File: src/rtl/branch_resolve_unit_pkg.sv
// Shared encodings for the EX-stage branch resolve unit: compare codes
// produced by the ID decoder and the flush FSM states.
package branch_resolve_unit_pkg;

  localparam logic [2:0] CMP_NONE = 3'd0;
  localparam logic [2:0] CMP_EQ   = 3'd1;
  localparam logic [2:0] CMP_NE   = 3'd2;
  localparam logic [2:0] CMP_LT   = 3'd3;
  localparam logic [2:0] CMP_GE   = 3'd4;
  localparam logic [2:0] CMP_LTU  = 3'd5;
  localparam logic [2:0] CMP_GEU  = 3'd6;

  typedef enum logic [0:0] {
    BRU_IDLE  = 1'b0,
    BRU_FLUSH = 1'b1
  } bru_state_e;

endpackage

File: src/rtl/branch_resolve_unit_cmp.sv
// Purely combinational branch comparator; reusable by an ID-stage early resolver.
module branch_cmp
  import branch_resolve_unit_pkg::*;
#(
  parameter int XLEN = 32
) (
  input  logic [2:0]      cmp_ctrl,
  input  logic [XLEN-1:0] rs1,
  input  logic [XLEN-1:0] rs2,
  output logic            taken
);

  // Compare decode; unknown nonzero codes resolve to not taken
  always_comb begin
    taken = 1'b0;
    case (cmp_ctrl)
      CMP_EQ:  taken = (rs1 == rs2);
      CMP_NE:  taken = (rs1 != rs2);
      CMP_LT:  taken = ($signed(rs1) <  $signed(rs2));
      CMP_GE:  taken = ($signed(rs1) >= $signed(rs2));
      CMP_LTU: taken = (rs1 <  rs2);
      CMP_GEU: taken = (rs1 >= rs2);
      default: taken = 1'b0;
    endcase
  end

endmodule

File: src/rtl/branch_resolve_unit.sv
// EX-stage branch/jump resolver: registered redirect pulse, wrong-path flush FSM
// and saturating branch statistics.
module branch_resolve_unit
  import branch_resolve_unit_pkg::*;
#(
  parameter int XLEN         = 32,
  parameter int FLUSH_CYCLES = 2,
  parameter int CNT_W        = 32
) (
  input  logic             clk,
  input  logic             rst_n,
  input  logic             stall,
  input  logic             valid_ex,
  input  logic [2:0]       cmp_ctrl,
  input  logic             is_jal,
  input  logic             is_jalr,
  input  logic [XLEN-1:0]  pc_ex,
  input  logic [XLEN-1:0]  imm_ex,
  input  logic [XLEN-1:0]  rs1_data,
  input  logic [XLEN-1:0]  rs2_data,
  output logic             redirect_valid,
  output logic [XLEN-1:0]  redirect_pc,
  output logic             target_misaligned,
  output logic             flush_if_id,
  output logic             flush_id_ex,
  output logic [CNT_W-1:0] br_count,
  output logic [CNT_W-1:0] taken_count
);

  localparam logic [CNT_W-1:0] CNT_MAX = {CNT_W{1'b1}};

  bru_state_e       state_r;
  logic [2:0]       flush_cnt_r;
  logic             redirect_valid_r;
  logic [XLEN-1:0]  redirect_pc_r;
  logic             target_misaligned_r;
  logic             flush_r;
  logic [CNT_W-1:0] br_count_r;
  logic [CNT_W-1:0] taken_count_r;

  logic             cmp_taken_s;
  logic             eval_s;
  logic             take_s;
  logic             count_br_s;
  logic [XLEN-1:0]  jalr_sum_s;
  logic [XLEN-1:0]  target_s;

  branch_cmp #(.XLEN(XLEN)) u_cmp (
    .cmp_ctrl (cmp_ctrl),
    .rs1      (rs1_data),
    .rs2      (rs2_data),
    .taken    (cmp_taken_s)
  );

  assign eval_s     = valid_ex & ~stall & (state_r == BRU_IDLE);
  assign jalr_sum_s = rs1_data + imm_ex;
  // Jumps outrank the compare code so a confused decoder never double-counts
  assign count_br_s = eval_s & ~is_jalr & ~is_jal & (cmp_ctrl != CMP_NONE);

  // Target selection and take decision with JALR > JAL > compare priority
  always_comb begin
    target_s = pc_ex + imm_ex;
    take_s   = 1'b0;
    if (is_jalr) begin
      target_s = {jalr_sum_s[XLEN-1:1], 1'b0};
      take_s   = 1'b1;
    end else if (is_jal) begin
      take_s   = 1'b1;
    end else begin
      take_s   = cmp_taken_s;
    end
  end

  // Redirect pulse and flush FSM; the pulse self-clears even while stalled
  always_ff @(posedge clk) begin
    if (!rst_n) begin
      state_r             <= BRU_IDLE;
      flush_cnt_r         <= 3'd0;
      redirect_valid_r    <= 1'b0;
      redirect_pc_r       <= {XLEN{1'b0}};
      target_misaligned_r <= 1'b0;
      flush_r             <= 1'b0;
    end else begin
      redirect_valid_r    <= 1'b0;
      target_misaligned_r <= 1'b0;
      if (!stall) begin
        case (state_r)
          BRU_IDLE: begin
            if (eval_s && take_s) begin
              redirect_valid_r    <= 1'b1;
              redirect_pc_r       <= target_s;
              target_misaligned_r <= target_s[1];
              state_r             <= BRU_FLUSH;
              flush_cnt_r         <= 3'(FLUSH_CYCLES);
              flush_r             <= 1'b1;
            end else begin
              state_r <= BRU_IDLE;
              flush_r <= 1'b0;
            end
          end
          BRU_FLUSH: begin
            if (flush_cnt_r == 3'd1) begin
              state_r     <= BRU_IDLE;
              flush_cnt_r <= 3'd0;
              flush_r     <= 1'b0;
            end else begin
              flush_cnt_r <= flush_cnt_r - 3'd1;
              flush_r     <= 1'b1;
            end
          end
          default: begin
            state_r     <= BRU_IDLE;
            flush_cnt_r <= 3'd0;
            flush_r     <= 1'b0;
          end
        endcase
      end else begin
        state_r <= state_r;
      end
    end
  end

  // Saturating statistics counters for conditional branches only
  always_ff @(posedge clk) begin
    if (!rst_n) begin
      br_count_r    <= {CNT_W{1'b0}};
      taken_count_r <= {CNT_W{1'b0}};
    end else if (count_br_s) begin
      if (br_count_r != CNT_MAX) begin
        br_count_r <= br_count_r + CNT_W'(1);
      end else begin
        br_count_r <= br_count_r;
      end
      if (cmp_taken_s && (taken_count_r != CNT_MAX)) begin
        taken_count_r <= taken_count_r + CNT_W'(1);
      end else begin
        taken_count_r <= taken_count_r;
      end
    end else begin
      br_count_r    <= br_count_r;
      taken_count_r <= taken_count_r;
    end
  end

  assign redirect_valid    = redirect_valid_r;
  assign redirect_pc       = redirect_pc_r;
  assign target_misaligned = target_misaligned_r;
  assign flush_if_id       = flush_r;
  assign flush_id_ex       = flush_r;
  assign br_count          = br_count_r;
  assign taken_count       = taken_count_r;

endmodule

File: config.mk
export PLATFORM = sky130hd
export DESIGN_NAME = branch_resolve_unit
export DESIGN_NICKNAME = d
export VERILOG_FILES = /design/src/rtl/branch_resolve_unit_pkg.sv /design/src/rtl/branch_resolve_unit_cmp.sv /design/src/rtl/branch_resolve_unit.sv
export SDC_FILE = /design/constraint.sdc
export NUM_CORES = 1
export LEC_CHECK = 0
export CORE_MARGIN = 2
export CORE_UTILIZATION = 35
export CTS_CLUSTER_DIAMETER = 150
export DETAILED_ROUTE_END_ITERATION = 8
export SLEW_MARGIN = 20
export SYNTH_ARGS = -nofsm -noshare
export SYNTH_HDL_FRONTEND = slang
export SYNTH_SLANG_ARGS = --single-unit
File: constraint.sdc
create_clock -name clk -period 3.22 [get_ports clk]
set_input_delay 0.483 -clock clk [delete_from_list [all_inputs] [get_ports clk]]
set_output_delay 0.483 -clock clk [all_outputs]
set_load 0.05 [all_outputs]
After elaboration in Yosys (flattened, before gate mapping)
Index checks and enable logic that the tools add are counted.

Input bits: 137. Output and inout bits: 100. Register bits after elaboration: 102.

Magnitude comparators: 4. Eq/ne operators: 12. Reductions and logical operators: 9. Multiplexer cells: 10. Add/sub/neg operators: 5. Bitwise operators: 11.

Operator list (number): $add 32x1->32 const B (2); $add 32x32->32 (2); $ge 32x32->1 (2); $lt 32x32->1 (2); $ne 32x32->1 const B (2); $eq 32x32->1 (1); $mux 32 (1); $ne 32x32->1 (1); $eq 3x3->1 const B (3); $eq 3x1->1 const B (2); $eq 3x2->1 const B (2); $mux 3 (2); $not 1->1 (6); $pmux 1 s6 (1); $pmux 3 s2 (1); $reduce_and 2->1 (3); $and 1x1->1 (5); $mux 1 (4); $reduce_or 4->1 (1); $reduce_and 3->1 (1); $reduce_bool 3->1 (1); $reduce_or 3->1 (1); $sub 3x1->3 const B (1); $logic_and 1x1->1 (2); other kinds (2) (2).

Depth between registers and ports, before layout
Word-level depth: 7. Gate-level depth with buffers: 14. Gate-level depth less buffers: 13.

Modules after synthesis
From an unflattened synthesis, not the netlist that was laid out.

Cell total of the unflattened synthesis: 1116. Area, all modules: 8901.0 µm².

By module, submodules not included: branch_resolve_unit (area an instance 7968.9 µm², instances 1, seq. area each 2042.0 µm², cells an instance 988); branch_cmp (area an instance 932.1 µm², instances 1, seq. area each 0.0 µm², cells an instance 128).

Worst setup path after synthesis
No wires, ideal clock.

Path type: input port to flip-flop. Start point: in pc_ex[12]. End point: reg redirect_pc_r[29], in the netlist redirect_pc[29]. Cell stages on the path: 12. Data arrival time: 2.965 ns. Path slack: 0.170 ns. Path buffers: 1. Cells stage by stage: ha_1 > buf_6 > a21o_1 > a31o_1 > a221oi_4 > a311oi_1 > a21o_1 > o41a_1 > a311oi_2 > xnor2_1 > mux2i_1 > a211oi_1.

Cells in the longest elaborated chain, start to end: 2.

RTL lines: start, declared (RTL line branch_resolve_unit.sv:17) `input logic [XLEN-1:0] pc_ex,`; $add 32x32->32 (RTL line branch_resolve_unit.sv:62) `target_s = pc_ex + imm_ex;`; $mux 32 (RTL line branch_resolve_unit.sv:64) `if (is_jalr) begin`; end signal, assigned (RTL line branch_resolve_unit.sv:80) `redirect_pc_r <= {XLEN{1'b0}};`; end signal, assigned (RTL line branch_resolve_unit.sv:91) `redirect_pc_r <= target_s;`; end, declared (RTL line branch_resolve_unit.sv:35) `logic [XLEN-1:0] redirect_pc_r;`.

Every way passes these cells. A chain may end at the register's enable or synchronous reset.

Worst setup path in the final report
Start point: in pc_ex[2]. End point: reg redirect_pc_r[28], in the netlist redirect_pc[28].

The elaborated chain is that of the path after synthesis.

==> summary.md <==
| Metric | Value |
|---|---|
| Result of the run | `finished clean` |
| Final weighted congestion in routability-driven placement | `0.9090` |
| Hold WC Path Type | `in -> reg` |
| Pins over their slew limit | `0` |
| Worst-Margin Slew | `902.7 ps` |
| Die Footprint | `0.02645 mm^2` |
| Headroom to the max-slew limit | `0.3905` |
| Post-synthesis compound-gate area fraction | `0.2440` |
| Synth Register Bits | `102` |
| Required @ worst endpoint | `about 3400 ps` |
| Effective utilization at floorplan | `0.3528` |
| Routed via count | `10,020` |
| Count of max-cap constraint violations | `0` |
| Core ar. | `around 0.025 mm^2` |
| Biggest area contributors in the synthesized netlist | `sky130_fd_sc_hd__dfxtp_1, sky130_fd_sc_hd__ha_1, sky130_fd_sc_hd__a21oi_1, sky130_fd_sc_hd__nand2_1, sky130_fd_sc_hd__xor2_1` |
| Number of endpoints with negative hold slack in the final report | `0` |
| Switching power as a share of total power | `0.3591` |
| Biggest cell delay along the critical path | `510 ps` |
| Clock H-tree levels | `3` |
| Proportion of synthesized area in mux cells | `0.02756` |
| Largest area contributor in the netlist | `sky130_fd_sc_hd__dfxtp_1` |
| Total I/O pin count | `237` |
| Min Clock Period, post-route | `between 3000 and 4000 ps` |
| Async set-or-reset flop fraction in the synthesized netlist | `0` |
| Pin count of the biggest net entering global routing | `54` |
| Clk Tree Root Cell | `sky130_fd_sc_hd__clkbuf_16` |
| Count of buffers from port buffering | `236` |
| HPWL reported at the end of detailed placement | `24.30 mm` |
| Worst path buffer plus inverter count | `3` |
| Arrival time at the worst endpoint | `3360 ps` |
| Post-synthesis area per instance | `7.761 um^2` |
| Net switching power of the design | `roughly 1.5 mW` |
| Critical setup path kind | `in -> reg` |
| Hold-fix buffer count after cts | `0` |
| Share of the yosys chip area belonging to registers | `0.2318` |
| Total wire length | `approximately 32 mm` |
| Number of rows in the core area | `58` |
| Number of DRC violations after detailed routing | `0` |
| Setup skew after layout | `9.932 ps` |
| Post-synthesis cell area | `~0.0088 mm^2` |
| Cell class contributing the biggest share of worst-path delay | `compound AO/OA/AOI/OAI gates` |
| Achievable clock frequency | `0.3177 GHz` |
| Cell Int Power | `~2.7 mW` |
| Share of total power in combinational logic | `0.441` |
| Commonest cells post-synth | `sky130_fd_sc_hd__a21oi_1, sky130_fd_sc_hd__nand2_1, sky130_fd_sc_hd__dfxtp_1, sky130_fd_sc_hd__ha_1, sky130_fd_sc_hd__nor2_1` |
| Wire length of the first global-routing pass | `48.11 mm` |
| FILL cells | `roughly 2,200` |
| Launch point of the worst hold path | `rst_n` |
| Total global routing track utilization | `0.2251` |
| Post-synth EDFFs | `0` |
| Combined area of the multi-input logic cells | `0.007646 mm^2` |
| Setup WS post-layout | `72.52 ps` |
| Worst Setup SP | `pc_ex[2]` |
| Clock latency on the worst-skew pair | `350 ps` |
| Die outline width | `162.6 um` |
| Final #Nets | `1,786` |
| Area share of and/or/nand/nor cells after synthesis | `0.2307` |
| Clock transition at the registers of the reported paths | `80 ps` |
| Sequential power share | `0.311` |
| Maximum vdd ir drop | `~0.00021 V` |
| Setup repair after global routing missed its margin | `true` |
| Total power density per cell area | `292.3 mW/mm^2` |
| Final count of negative-setup-slack endpoints | `0` |
| Register cell area after layout | `0.002042 mm^2` |
| Yosys cell types | `between 70 and 80` |
| TritonCTS clock tree | `built` |
| Detailed-routing iteration count for the pre-antenna-repair pass | `7` |
| Cell type of the slowest stage on the worst timing path | `sky130_fd_sc_hd__clkdlybuf4s50_1` |
| CP startpoint kind | `input pin` |
| Number of global-route vias before repair | `9,603` |
| Synthesized-area fraction occupied by adder cells | `0.1423` |
| Number of placed cells counting well taps | `1,849` |
| Number of buffers on the longest clock path | `2` |
| Leakage | `6.479 nW` |
| Total grt overflow | `0` |
| Sink count of the clock tree | `102` |
| Vertical die dimension | `between 150 and 200 um` |
| Post-synthesis xor/xnor area fraction | `0.07855` |
| Largest family of logic cells by synthesized area | `compound AO/OA/AOI/OAI gates` |
| Final worst-path cycle share | `0.9775` |
| Post-Synthesis Cells | `1,135` |
| Startpoint of the worst-slack reg-to-reg timing path | `taken_count[21]` |
| Post-synthesis net count | `between 1,000 and 1,500` |
| Average wire length per cell after detail routing | `around 17 um` |
| Cells traversed along the worst timing path | `clkdlybuf4s50_1, ha_4, nor2b_4, o31ai_4, a21oi_4, o21ai_4, a21oi_2, buf_4, o31a_1, buf_4, a21oi_4, nor2_1, o41ai_2, a311oi_1` |
| Starting DRC count in detailed routing | `635` |
| Placement Setup Slack | `-839.9 ps` |
| Num CTS Buffers | `9` |
| Synth-to-Final Area Change | `66.55%` |
| Post-route worst hold slack | `456.6 ps` |
| Share of the synthesized area in the top cell type | `0.2318` |
| Post-layout instance count excluding filler cells | `1,885` |
| Share of power burned in the clock network | `0.248` |
| Antenna violations before repair | `0` |
| Yosys warning total | `0` |
| Cell with the most instances after synthesis | `sky130_fd_sc_hd__a21oi_1` |
| Peak fanout along the critical path | `4` |
| Antenna Violating Nets Remaining | `0` |
| Prevailing post-synth register cell | `sky130_fd_sc_hd__dfxtp_1` |
| DR vias/cell | `5.318` |
| Element type at the critical path end | `flip-flop` |
| Fraction of final layout cells sized beyond drive strength 1 | `0.2754` |
==> metal layers <==
layer | global-route usage | routed length [um]
met4 | 0.06195 | 621
met5 | 0 | 0
met1 | 0.2848 | 13970
met2 | 0.4006 | 15550
met3 | 0.03030 | 1515
==> worst paths after layout <==
path | to | slack [ps] | depth (start not counted)
worst min register to register | flush_cnt_r[1] | 470 | 1
worst max register to register | taken_count[21] | 420 | 11
worst max-delay path | redirect_pc[28] | 70 | 14
worst min-delay path | taken_count[20] | 460 | 3
==> final cells by class <==
type / instances / share of cell area
Clock inverter: 6 / 0.003753
Sequential cell: 102 / 0.1392
Multi-Input combinational cell: 933 / 0.5212
Clock buffer: 9 / 0.01535
Tap cell: 330 / 0.02815
Antenna cell: 1 / 0.0001706
Inverter: 57 / 0.01458
Timing Repair Buffer: 447 / 0.2776
==> what timing repair did <==
item	CTS	global route
setup buffers	8	13
cloned	2	0
pin swaps	54	82
endpoints found under the setup margin	70	58
gates resized for setup	114	244
endpoints found under the hold margin	0	0
==> kinds of logic after synthesis <==
family                   Yosys count
AND/OR/NAND/NOR                  409
AO/OA/AOI/OAI                    322
flip-flops                       102
buffers and inverters            100
adder cells (fa/ha/maj)           99
XOR/XNOR                          79
multiplexers                      24
==> flip-flops by register name, indices dropped and copies added (netlist names) <==
signal,cells
redirect_valid,1
br_count,32
taken_count,32
redirect_pc,32
flush_cnt_r,3
flush_id_ex,1
target_misaligned,1
==> cells in the final DEF, fill, tap and decap left out, drive strengths merged, types with 5 or more instances in the layout <==
master	instances
a31oi	8
clkdlybuf4s15	9
a21o	23
a311oi	6
o21a	15
buf	213
dfxtp	102
a211oi	28
dlymetal6s2s	59
a21oi	107
inv	60
nand4	30
o21ai	50
dlygate4sd2	9
o311ai	8
nor3	21
nor2	98
and3	31
xor2	44
or4	5
o2111ai	7
ha	97
xnor2	35
clkbuf	23
and4	9
nand2b	30
o41ai	10
a31o	6
nor2b	11
o211ai	11
and2	10
mux2i	22
clkdlybuf4s50	143
nand2	103
o31ai	7
nand3	42
==> metrics by stage <==
step                      setup TNS (ps)  instance area [um^2]  utilization  power (mW)
after global routing              -32.92                 14670       0.5876       4.503
after CTS                         -12.44                 13600       0.5446       4.132
final                                  0                 14670       0.5877       4.288
after floorplan                        0                  8808            -       2.270
after global placement            -43000                 12850       0.5147       2.987
after detailed placement          -44730                 12850       0.5147       2.998
==> worst min-delay path: stages <==
cell and delay, ps:
sky130_fd_sc_hd__buf_2 100, sky130_fd_sc_hd__inv_2 90, sky130_fd_sc_hd__nor2_1 110
==> power by group through the flow <==
stage | sequential (mW) | clock, mW | combinational, mW
4_1_cts | 1.33 | 1.09 | 1.71
5_1_grt | 1.34 | 1.12 | 2.05
3_5_place_dp | 1.36 | 0 | 1.64
3_3_place_gp | 1.36 | 0 | 1.62
6_report | 1.33 | 1.06 | 1.89
2_1_floorplan | 1.47 | 0 | 0.804
No activity file was read; power rests on OpenSTA's default activity.
